--- config.mk ---
export PLATFORM = sky130hd
export DESIGN_NAME = mem_port_arb_flat
export DESIGN_NICKNAME = d
export VERILOG_FILES = /design/src/rtl/mem_port_arb_if.sv /design/src/rtl/mem_port_arb.sv /design/src/flat_wrapper.sv
export SDC_FILE = /design/constraint.sdc
export NUM_CORES = 1
export LEC_CHECK = 0
export BUFFER_PORTS_ARGS = -buffer_cell sky130_fd_sc_hd__buf_2
export CAP_MARGIN = 10
export CORE_UTILIZATION = 43
export DETAILED_ROUTE_END_ITERATION = 8
export PLACE_DENSITY_LB_ADDON = 0.08
export SLEW_MARGIN = 40
export SYNTH_ARGS = -nofsm -noshare
export SYNTH_HDL_FRONTEND = slang
export SYNTH_SLANG_ARGS = --single-unit
--- constraint.sdc ---
create_clock -name ap_clk -period 5 [get_ports ap_clk]
set_input_delay 1 -clock ap_clk [delete_from_list [all_inputs] [get_ports ap_clk]]
set_output_delay 1 -clock ap_clk [all_outputs]
set_load 0.005 [all_outputs]
--- src/rtl/mem_port_arb_if.sv ---
// mem_port_arb_if: two ap_memory requester ports plus the shared RAM port
interface mem_port_arb_if #(
  parameter int ADDR_BITS = 6,
  parameter int DATA_BITS = 32
);
  logic [ADDR_BITS-1:0] req0_address0, req1_address0, mem_address0;
  logic                 req0_ce0, req1_ce0, req0_we0, req1_we0;
  logic [DATA_BITS-1:0] req0_d0, req1_d0, req0_q0, req1_q0;
  logic                 req0_gnt, req1_gnt, req0_q_vld, req1_q_vld;
  logic                 mem_ce0, mem_we0;
  logic [DATA_BITS-1:0] mem_d0, mem_q0;
  modport slave (
    input  req0_address0, req0_ce0, req0_we0, req0_d0,
    input  req1_address0, req1_ce0, req1_we0, req1_d0,
    output req0_gnt, req0_q0, req0_q_vld,
    output req1_gnt, req1_q0, req1_q_vld,
    output mem_address0, mem_ce0, mem_we0, mem_d0,
    input  mem_q0
  );
  modport master (
    output req0_address0, req0_ce0, req0_we0, req0_d0,
    output req1_address0, req1_ce0, req1_we0, req1_d0,
    input  req0_gnt, req0_q0, req0_q_vld,
    input  req1_gnt, req1_q0, req1_q_vld,
    input  mem_address0, mem_ce0, mem_we0, mem_d0,
    output mem_q0
  );
endinterface

--- src/rtl/mem_port_arb.sv ---
// mem_port_arb: round-robin, burst-limited sharing of one 1-cycle-latency RAM port
module mem_port_arb #(
  parameter int ADDR_BITS = 6,
  parameter int DATA_BITS = 32,
  parameter int BURST_MAX = 4
) (
  input logic           ap_clk,
  input logic           ap_rst,
  mem_port_arb_if.slave bus
);
  localparam logic [3:0] BMAX = 4'(BURST_MAX);
  logic                 last_owner, granted_prev, rd_pend, rd_tag;
  logic [3:0]           streak;
  logic [DATA_BITS-1:0] hold_0, hold_1;
  logic                 sel, any, keep, we_sel;
  logic [ADDR_BITS-1:0] addr_sel;
  // grant selection: the previous owner keeps a tie only while its burst is unexhausted
  always_comb begin
    keep     = granted_prev && (streak < BMAX);
    sel      = (bus.req0_ce0 && bus.req1_ce0) ? (keep ? last_owner : ~last_owner) : bus.req1_ce0;
    any      = (bus.req0_ce0 || bus.req1_ce0) && !ap_rst;
    we_sel   = sel ? bus.req1_we0 : bus.req0_we0;
    addr_sel = sel ? bus.req1_address0 : bus.req0_address0;
  end
  assign bus.req0_gnt     = any && !sel;
  assign bus.req1_gnt     = any && sel;
  assign bus.mem_ce0      = any;
  assign bus.mem_we0      = any && we_sel;
  assign bus.mem_address0 = addr_sel;
  assign bus.mem_d0       = sel ? bus.req1_d0 : bus.req0_d0;
  assign bus.req0_q_vld   = rd_pend && !rd_tag;
  assign bus.req1_q_vld   = rd_pend && rd_tag;
  assign bus.req0_q0      = bus.req0_q_vld ? bus.mem_q0 : hold_0;
  assign bus.req1_q0      = bus.req1_q_vld ? bus.mem_q0 : hold_1;
  // arbitration history, read-return tag and per-requester read-data holding registers
  always_ff @(posedge ap_clk or posedge ap_rst) begin
    if (ap_rst) begin
      last_owner   <= 1'b1;
      granted_prev <= 1'b0;
      streak       <= '0;
      rd_pend      <= 1'b0;
      rd_tag       <= 1'b0;
      hold_0       <= '0;
      hold_1       <= '0;
    end else begin
      granted_prev <= any;
      rd_pend      <= any && !we_sel;
      rd_tag       <= sel;
      last_owner   <= any ? sel : last_owner;
      streak       <= !any ? streak :
                      (!granted_prev || sel != last_owner) ? 4'd1 :
                      (streak == BMAX) ? streak : streak + 4'd1;
      hold_0       <= bus.req0_q_vld ? bus.mem_q0 : hold_0;
      hold_1       <= bus.req1_q_vld ? bus.mem_q0 : hold_1;
    end
  end
endmodule

--- src/flat_wrapper.sv ---
// flat-port wrapper written by rule: the top's interface ports become plain ports
module mem_port_arb_flat 
#(
  parameter int ADDR_BITS = 6,
  parameter int DATA_BITS = 32,
  parameter int BURST_MAX = 4
)
  (ap_clk, ap_rst, bus_req0_address0, bus_req0_ce0, bus_req0_we0, bus_req0_d0, bus_req1_address0, bus_req1_ce0, bus_req1_we0, bus_req1_d0, bus_req0_gnt, bus_req0_q0, bus_req0_q_vld, bus_req1_gnt, bus_req1_q0, bus_req1_q_vld, bus_mem_address0, bus_mem_ce0, bus_mem_we0, bus_mem_d0, bus_mem_q0);
  mem_port_arb_if #(.ADDR_BITS(ADDR_BITS), .DATA_BITS(DATA_BITS)) bus_i ();
  input logic ap_clk;
  input logic ap_rst;
  input wire logic [$bits(bus_i.req0_address0)-1:0] bus_req0_address0;
  input wire logic [$bits(bus_i.req0_ce0)-1:0] bus_req0_ce0;
  input wire logic [$bits(bus_i.req0_we0)-1:0] bus_req0_we0;
  input wire logic [$bits(bus_i.req0_d0)-1:0] bus_req0_d0;
  input wire logic [$bits(bus_i.req1_address0)-1:0] bus_req1_address0;
  input wire logic [$bits(bus_i.req1_ce0)-1:0] bus_req1_ce0;
  input wire logic [$bits(bus_i.req1_we0)-1:0] bus_req1_we0;
  input wire logic [$bits(bus_i.req1_d0)-1:0] bus_req1_d0;
  output wire logic [$bits(bus_i.req0_gnt)-1:0] bus_req0_gnt;
  output wire logic [$bits(bus_i.req0_q0)-1:0] bus_req0_q0;
  output wire logic [$bits(bus_i.req0_q_vld)-1:0] bus_req0_q_vld;
  output wire logic [$bits(bus_i.req1_gnt)-1:0] bus_req1_gnt;
  output wire logic [$bits(bus_i.req1_q0)-1:0] bus_req1_q0;
  output wire logic [$bits(bus_i.req1_q_vld)-1:0] bus_req1_q_vld;
  output wire logic [$bits(bus_i.mem_address0)-1:0] bus_mem_address0;
  output wire logic [$bits(bus_i.mem_ce0)-1:0] bus_mem_ce0;
  output wire logic [$bits(bus_i.mem_we0)-1:0] bus_mem_we0;
  output wire logic [$bits(bus_i.mem_d0)-1:0] bus_mem_d0;
  input wire logic [$bits(bus_i.mem_q0)-1:0] bus_mem_q0;
  assign bus_i.req0_address0 = bus_req0_address0;
  assign bus_i.req0_ce0 = bus_req0_ce0;
  assign bus_i.req0_we0 = bus_req0_we0;
  assign bus_i.req0_d0 = bus_req0_d0;
  assign bus_i.req1_address0 = bus_req1_address0;
  assign bus_i.req1_ce0 = bus_req1_ce0;
  assign bus_i.req1_we0 = bus_req1_we0;
  assign bus_i.req1_d0 = bus_req1_d0;
  assign bus_req0_gnt = bus_i.req0_gnt;
  assign bus_req0_q0 = bus_i.req0_q0;
  assign bus_req0_q_vld = bus_i.req0_q_vld;
  assign bus_req1_gnt = bus_i.req1_gnt;
  assign bus_req1_q0 = bus_i.req1_q0;
  assign bus_req1_q_vld = bus_i.req1_q_vld;
  assign bus_mem_address0 = bus_i.mem_address0;
  assign bus_mem_ce0 = bus_i.mem_ce0;
  assign bus_mem_we0 = bus_i.mem_we0;
  assign bus_mem_d0 = bus_i.mem_d0;
  assign bus_i.mem_q0 = bus_mem_q0;
  mem_port_arb #(.ADDR_BITS(ADDR_BITS), .DATA_BITS(DATA_BITS), .BURST_MAX(BURST_MAX)) u_core (.ap_clk(ap_clk), .ap_rst(ap_rst), .bus(bus_i));
endmodule
==> out/results.ini, run 1 <==
[sta]
worst_slew_margin_rel=0.606
hold_violations_final=0
timing_worst_slew_pin_value_ns=0.590
period_minus_ws_final_ns=3.58
finClkSkew_ns=0.0115
rsz0062_at_grt=false
final_count_of_negative_setup_slack_endpoints=0
fin_setup_tns_ns=0
fmaxAchievable_mhz=279
post_route_clock_period_utilization=0.716
max_transition_viols_final=0
final.setup.worst_slack_ns=1.42

[synthesis]
postSynthRegisterBits=72
syn-mean-instance-area_sq_um=15.2
mappedNetlistNets=344
netlist-cell-type-count=31
synth.cell_area_sq_um=3480
seq_area_frac_synth=0.519
synthesis.instances=228
yosys_warnings=0

[worst_setup_path]
cp_capture_type=primary output
worstPathBufferInverterCount=2
worst_endpoint_data_arrival_time_ns=2.58
slowest_stage=a21o_2
worst_r2r_endpoint=u_core.rd_pend$_DFF_PP0_
r2r_setup_slack_ns=3.11
worst-endpoint-required_ns=4.00
worst_setup_sp_type=flip-flop
cp_slowest_stage_delay_ns=0.52
r2r_cells=5
critical_path.top_delay_family=buffers and inverters
reg2reg_from=u_core.streak[2]$_DFFE_PP0P_
setup_crit_path_kind=reg -> out
critical_path_peak_fanout=19
cells_along_the_critical_path=nor3b_2 -> xor2_1 -> a21o_2 -> buf_4 -> mux2_4 -> buf_2

[route]
postRouteWirelength_um=7900
wire_per_inst_um=14.1
remaining_drc_errors=0
detail_route.vias_per_cell=4.70
final_antenna_net_count=0
drtIter0Drc=40
detailroute.via_count=2627
drt-pass1-iter-count=4

[clocking]
htree_num_levels=3
numClockSinks=72
clkLatencyLatePin_ns=0.35
clock_tree_from_tritoncts=done
cts_root_buffer=clkbuf_8
cts_hold_repair.buffers=0
ctsResizeCount=0
numCtsBuffers=9
number_of_post_cts_setup_repair_buffers=0
cts.clk_slew.worst_paths_ns=0.06
cts.path.max_buffers=2

[place]
dpl_worst_slack_ns=1.46
gp_congestion=0.705
post_dp_cell_area_sq_um=4650
dp.final_hpwl_um=6110
io_buffers=221

[final_layout]
syn_to_final_growth_pct=40.0
final_common_cell=buf_2
postLayoutCoreUtil=0.626
drive_above_1_share=0.766
finalInstanceArea_sq_um=4860
finalNetCount=569
antenna-diode-count=0
fillers=673
layout_common_cells=221 x buf_2, 71 x dfrtp_1, 65 x mux2_2

[global_routing]
grt_start_max_net_pins=48
antenna_found_initial=0
grt_pass1_vias=2601
gr-usage-all-layers=0.187
grt_pass1_wl_um=12300
globalRouteOverflowTotal=0

[pwr]
p_leak_nw=2.58
sw_ratio=0.272
power.switching_uw=543
p_int_mw=1.45
seq_power_share=0.412
vdd.ir_drop.worst_v=0.000251
power.clock.fraction=0.244
p_per_area_nw_per_um2=410
logic_gate_share_of_total_power=0.344

[worst_hold_path]
worst_hold_path_type=reg -> reg
min_to=u_core.hold_0[20]$_DFF_PP0_
min-delay-start=u_core.hold_0[20]$_DFF_PP0_
hold_depth=1

[run]
max_cap_violations=0

[status]
result_of_the_run=finished, final reports clean

[floorplan]
starting_density=0.447
io_pins=222
die_width_um=91.9
rows=32
fp.dieH_um=91.9
placeable_core_area_sq_um=7770
floorplan.die_area_sq_um=8450

[stage by stage]
step,hold WS [ns],power (mW),std cells
detailed placement,0.479,1.53,544
global route,0.510,2.12,559
finish,0.494,1.99,559
CTS,0.498,2.03,559
floorplan,0.476,1.22,228
global placement,0.473,1.51,543
[worst register-to-register path, cell delays in order, from the launching register on]
cell and delay [ns]:
dfrtp_1 0.44, nor3b_2 0.22, xor2_1 0.19, a21o_2 0.52, inv_2 0.10, mux2_4 0.31
[power groups by stage]
| stage | clock, mW | combinational (mW) | sequential (mW) |
|---|---|---|---|
| after global routing | 0.524 | 0.750 | 0.843 |
| after floorplan | 0 | 0.401 | 0.816 |
| after detailed placement | 0 | 0.696 | 0.834 |
| after CTS | 0.506 | 0.698 | 0.823 |
| after global placement | 0 | 0.681 | 0.824 |
| final | 0.486 | 0.685 | 0.821 |
[per-layer routing]
metal	global-route usage	part of all wire	vias up
li1	-	-	1264
met1	0.245	0.45	1249
met2	0.299	0.47	105
met3	0.0605	0.074	9
met4	0.0469	0.0096	0
met5	0	0	-
[cell families (layout without fill, tap and decap cells)]
family,Yosys count,after routing,share of synthesized area
multiplexers,104,104,0.378
adder cells (fa/ha/maj),2,2,0.00720
XOR/XNOR,1,1,0.00252
AND/OR/NAND/NOR,18,18,0.0277
buffers and inverters,19,248,0.0425
flip-flops,72,72,0.519
AO/OA/AOI/OAI,12,12,0.0238
[area by class of cell]
class / instances / area, sq um / area share
Timing Repair Buffer: 226 / 1160 / 0.239
Clock buffer: 10 / 128 / 0.0262
Clock inverter: 5 / 82.6 / 0.0170
Inverter: 7 / 26.3 / 0.00540
Tap cell: 102 / 128 / 0.0262
Multi-Input combinational cell: 137 / 1530 / 0.315
Sequential cell: 72 / 1800 / 0.371
[state kept, by name, indices dropped and copies added (netlist names)]
register and count:
u_core.granted_prev 1, u_core.streak 4, u_core.rd_pend 1, u_core.hold_1 32, u_core.last_owner 1, u_core.hold_0 32, u_core.rd_tag 1
[synth_stat cells]
library cell  number  area [sq um]
dfrtp_1           71          1780
a21oi_1            2          10.0
nor3b_1            2          15.0
nor2_1             6          22.5
nand3_1            1          5.00
a31o_2             1          8.76
buf_6              1          11.3
o311ai_1           1          8.76
inv_2              1          3.75
a21o_1             1          7.51
nor3b_2            1          12.5
buf_2              3          15.0
xor2_1             1          8.76
inv_1              6          22.5
o21ai_1            1          5.00
a221o_1            1          10.0
o2111ai_1          1          8.76
buf_12             4          80.1
nand2b_1           1          6.26
clkbuf_1           1          3.75
mux2i_1            1          10.0
mux2_2            65           732
dfstp_2            1          26.3
buf_1              3          11.3
nand2_1            4          15.0
nand3b_1           1          7.51
nor2b_1            2          12.5
o21ai_0            3          15.0
ha_1               2          25.0
mux2_4            38           571
a22o_1             1          8.76
[how the worst max path moves through the flow]
stage          slack (ns)  depth (start not counted)              to                          from
2_1_floorplan        0.74                          3     bus_mem_ce0                        ap_rst
3_3_place_gp         1.53                          6  bus_mem_d0[30]                  bus_req1_ce0
3_5_place_dp         1.46                          6  bus_mem_d0[17]                  bus_req1_ce0
4_1_cts              1.39                          6  bus_mem_d0[17]  u_core.streak[2]$_DFFE_PP0P_
5_1_grt              1.29                          6  bus_mem_d0[17]  u_core.streak[2]$_DFFE_PP0P_
6_report             1.42                          6  bus_mem_d0[17]  u_core.streak[2]$_DFFE_PP0P_
Note: power is estimated with default switching activity, not from simulation.
==> inputs of run 2 (changes only) <==
--- a/config.mk
+++ b/config.mk
@@ -5,9 +5,10 @@
 export SDC_FILE = /design/constraint.sdc
 export NUM_CORES = 1
 export LEC_CHECK = 0
+export ABC_AREA = 1
 export BUFFER_PORTS_ARGS = -buffer_cell sky130_fd_sc_hd__buf_2
 export CAP_MARGIN = 10
-export CORE_UTILIZATION = 43
+export CORE_UTILIZATION = 42
 export DETAILED_ROUTE_END_ITERATION = 8
 export PLACE_DENSITY_LB_ADDON = 0.08
 export SLEW_MARGIN = 40
==> constraint.sdc (replaced) <==
create_clock -name ap_clk -period 3.5 [get_ports ap_clk]
set_input_delay 0.7 -clock ap_clk [delete_from_list [all_inputs] [get_ports ap_clk]]
set_output_delay 0.7 -clock ap_clk [all_outputs]
set_load 0.005 [all_outputs]
==> run 2 against run 1 <==
Flip-flop and latch count stayed put. Cell count increased by 32%. Clock skew is 0.0025 ns lower. Non-clock buffer count is 4 lower. Sequential share of layout area up 1.5 points. Critical path depth grew 2. Largest cell class unchanged. Highest routed layer unchanged.
==> out/results.ini, run 2 <==
[final_layout]
antenna-diode-count=0  ; unchanged
layout_common_cells=221 x buf_2, 190 x nand2_1, 71 x dfrtp_1
fillers=696  ; +3.4%
finalInstanceArea_sq_um=4670  ; -4.0%
finalNonFillerCells=737  ; +32%
syn_to_final_growth_pct=41.2
biggestRegsByFlops=u_core.hold_0 (32), u_core.hold_1 (32), u_core.streak (4)
final_common_cell=buf_2
drive_above_1_share=0.389  ; -0.377
finalNetCount=750  ; +32%

[place]
io_buffers=221  ; unchanged
gp_congestion=0.959  ; +36%
dp.final_hpwl_um=7640  ; +25%
post_dp_cell_area_sq_um=4460  ; -4.2%
dpl_worst_slack_ns=0.616  ; -0.843 ns
placed_cells=722  ; +33%

[route]
drtIter0Drc=189  ; +370%
remaining_drc_errors=0  ; unchanged
route.top_layer_used=met4
met1_length_um=4210  ; +19%
wire_per_inst_um=13.7  ; -3.4%
detailroute.via_count=3410  ; +30%
met2_wirelength_um=5080  ; +37%
drt-pass1-iter-count=4  ; unchanged
postRouteWirelength_um=10100  ; +27%
detail_route.vias_per_cell=4.63  ; -1.5%
met3_wirelength_um=661  ; +13%
final_antenna_net_count=0  ; unchanged

[pwr]
power.switching_uw=791  ; +46%
seq_power_share=0.435  ; +0.023
sw_ratio=0.306  ; +0.0333
p_int_mw=1.80  ; +24%
p_per_area_nw_per_um2=554  ; +35%
power.clock.fraction=0.269  ; +0.025
vdd.ir_drop.worst_v=0.000276  ; +10%
logic_gate_share_of_total_power=0.296  ; -0.048
p_leak_nw=2.87  ; +11%

[synthesis]
number_of_enable_type_register_cells_in_the_synthesized_netlist=0  ; unchanged
async_reset_ff_frac=1.00  ; unchanged
synth.cell_area_sq_um=3310  ; -4.8%
yosys_warnings=0  ; unchanged
yosysTopAreaCellShare=0.537  ; +0.0259
synthXorXnorAreaFrac=0.00530  ; +0.00278
synthAdderAreaFrac=0.00756  ; +0.000365
largest_family_of_logic_cells_by_synthesized_area=simple AND/OR/NAND/NOR gates
yosys_most_used_dff=dfrtp_1
synth_mux_area_frac=0  ; -0.378
synthesis.instances=422  ; +85%
synth_top_cells_by_area=dfrtp_1 54%, nand2_1 22%, o21ai_0 9.8%, inv_1 4.9%, clkbuf_1 1.2%
syn-mean-instance-area_sq_um=7.84  ; -49%
seq_area_frac_synth=0.545  ; +0.0263
synth_simple_gate_area_frac=0.253  ; +0.226
synth_top_cell_by_area=dfrtp_1
yosysMostFrequentCell=nand2_1
netlist_top_cells_count=191 x nand2_1, 71 x dfrtp_1, 65 x o21ai_0, 43 x inv_1, 11 x clkbuf_1
mappedNetlistNets=538  ; +56%
postSynthRegisterBits=72  ; unchanged
synth_compound_gate_area_share=0.106  ; +0.0818
netlist-cell-type-count=25  ; -19%

[worst_setup_path]
cp_slowest_stage_delay_ns=0.58  ; +0.06 ns
r2r_setup_slack_ns=1.51  ; -1.60 ns
slowest_stage=inv_2
cp_capture_type=primary output
worst_setup_sp_type=flip-flop
worst-endpoint-required_ns=2.80  ; -1.20 ns
critical_path.most_common_cell=nand2_1
worst_endpoint_data_arrival_time_ns=2.43  ; -0.15 ns
setup_crit_path_kind=reg -> out
critical_path_peak_fanout=42  ; +23
cells_along_the_critical_path=nor2_2 -> nand3_1 -> nand3_2 -> nand2_4 -> inv_2 -> nand2_1 -> nand2_1 -> buf_2

[sta]
period_minus_ws_final_ns=3.13
fin_setup_tns_ns=0  ; unchanged
fmaxAchievable_mhz=320
rsz0062_at_grt=false
hold_violations_final=0  ; unchanged
post_route_clock_period_utilization=0.894
final.setup.worst_slack_ns=0.372  ; -1.05 ns
worst_slew_margin_rel=0.574  ; -0.0319
timing_worst_slew_pin_value_ns=0.639  ; +0.0488 ns
max_transition_viols_final=0  ; unchanged
final_count_of_negative_setup_slack_endpoints=0  ; unchanged
finClkSkew_ns=0.00906  ; -0.00247 ns

[global_routing]
globalRouteOverflowTotal=0  ; unchanged
antenna_found_initial=0  ; unchanged
grt_pass1_vias=3259  ; +25%
grt_start_max_net_pins=73  ; +52%
grt_pass1_wl_um=15800  ; +28%
gr-usage-all-layers=0.250  ; +0.0631

[floorplan]
floorplan.die_area_sq_um=8240  ; -2.5%
rows=31  ; -3.1%
fp.dieH_um=90.8  ; -1.3%
io_pins=222  ; unchanged
placeable_core_area_sq_um=7450  ; -4.1%
starting_density=0.444  ; -0.00327
die_width_um=90.8  ; -1.3%

[clocking]
number_of_post_cts_setup_repair_buffers=0  ; unchanged
ctsResizeCount=0  ; unchanged
cts.path.max_buffers=2  ; unchanged
cts_root_buffer=clkbuf_8
numCtsBuffers=9  ; unchanged
clock_tree_from_tritoncts=done
clkLatencyLatePin_ns=0.34  ; about the same
numClockSinks=72  ; unchanged
htree_num_levels=3  ; unchanged
cts_hold_repair.buffers=0  ; unchanged
cts.clk_slew.worst_paths_ns=0.07  ; about the same

[run]
max_cap_violations=0  ; unchanged

[status]
result_of_the_run=finished, final reports clean

[worst_hold_path]
worst_hold_path_type=reg -> reg

run 2: cell count changes in the layout (fill, tap and decap cells not counted), moves of 2 or more:
cell / before / now
nand2_4: 0 / 2
nor3b_1: 2 / 0
inv_1: 5 / 42
o21ai_0: 3 / 65
buf_4: 4 / 0
nor2_2: 0 / 3
a21oi_1: 2 / 0
mux2_2: 65 / 0
nand2_1: 4 / 190
nand3_1: 1 / 4
nand4_1: 0 / 5
nor2_1: 6 / 3
mux2_4: 38 / 0
run 2: routing by layer:
metal	track usage	up-vias
met3	0.0657	7
met2	0.426	142
li1	-	1719
met5	0	-
met4	0.0712	0
met1	0.310	1542
run 2: cell families (layout without fill, tap and decap cells):
logic type,after synthesis,in the layout
XOR/XNOR,2,2
AO/OA/AOI/OAI,68,68
buffers and inverters,67,283
AND/OR/NAND/NOR,211,211
adder cells (fa/ha/maj),2,2
flip-flops,72,72
run 2: worst max-delay path, delay by kind of cell (launching register included):
family                 cells  cell delay (ns)
DFF                        1             0.44
and+or+nand+nor            6             0.94
buffers and inverters      2             0.70
run 2: worst paths after layout:
path / startpoint / end / depth (start not counted)
setup / recovery: u_core.streak[2]$_DFFE_PP0P_ / bus_mem_address0[3] / 8
max in group asynchronous: ap_rst / u_core.rd_tag$_DFF_PP0_ / 3
min in group asynchronous: ap_rst / u_core.granted_prev$_DFF_PP0_ / 3
setup reg to reg: u_core.streak[2]$_DFFE_PP0P_ / u_core.rd_pend$_DFF_PP0_ / 8
hold reg to reg: u_core.hold_1[22]$_DFF_PP0_ / u_core.hold_1[22]$_DFF_PP0_ / 2
hold / removal: u_core.hold_1[22]$_DFF_PP0_ / u_core.hold_1[22]$_DFF_PP0_ / 2
run 2: stage by stage:
stage	hold WS, ns	util	total power [mW]
final	0.489	0.627	2.59
after global routing	0.505	0.627	2.77
after CTS	0.497	0.627	2.62
after detailed placement	0.478	0.599	1.91
after global placement	0.470	0.597	1.89
after floorplan	0.488	-	1.50
run 2: layout make-up:
type                            count  area (sq um)  area share
Tap cell                           99           124      0.0265
Clock buffer                       10           128      0.0273
Inverter                           46           179      0.0383
Sequential cell                    72          1800       0.386
Clock inverter                      5          82.6      0.0177
Multi-Input combinational cell    283          1240       0.265
Timing Repair Buffer              222          1120       0.239
run 2: power by group through the flow:
| stage | clock (mW) | sequential [mW] | combinational, mW |
|---|---|---|---|
| finish | 0.696 | 1.13 | 0.766 |
| global route | 0.748 | 1.15 | 0.872 |
| CTS | 0.718 | 1.13 | 0.779 |
| detailed placement | 0 | 1.14 | 0.773 |
| global placement | 0 | 1.13 | 0.757 |
| floorplan | 0 | 1.12 | 0.381 |
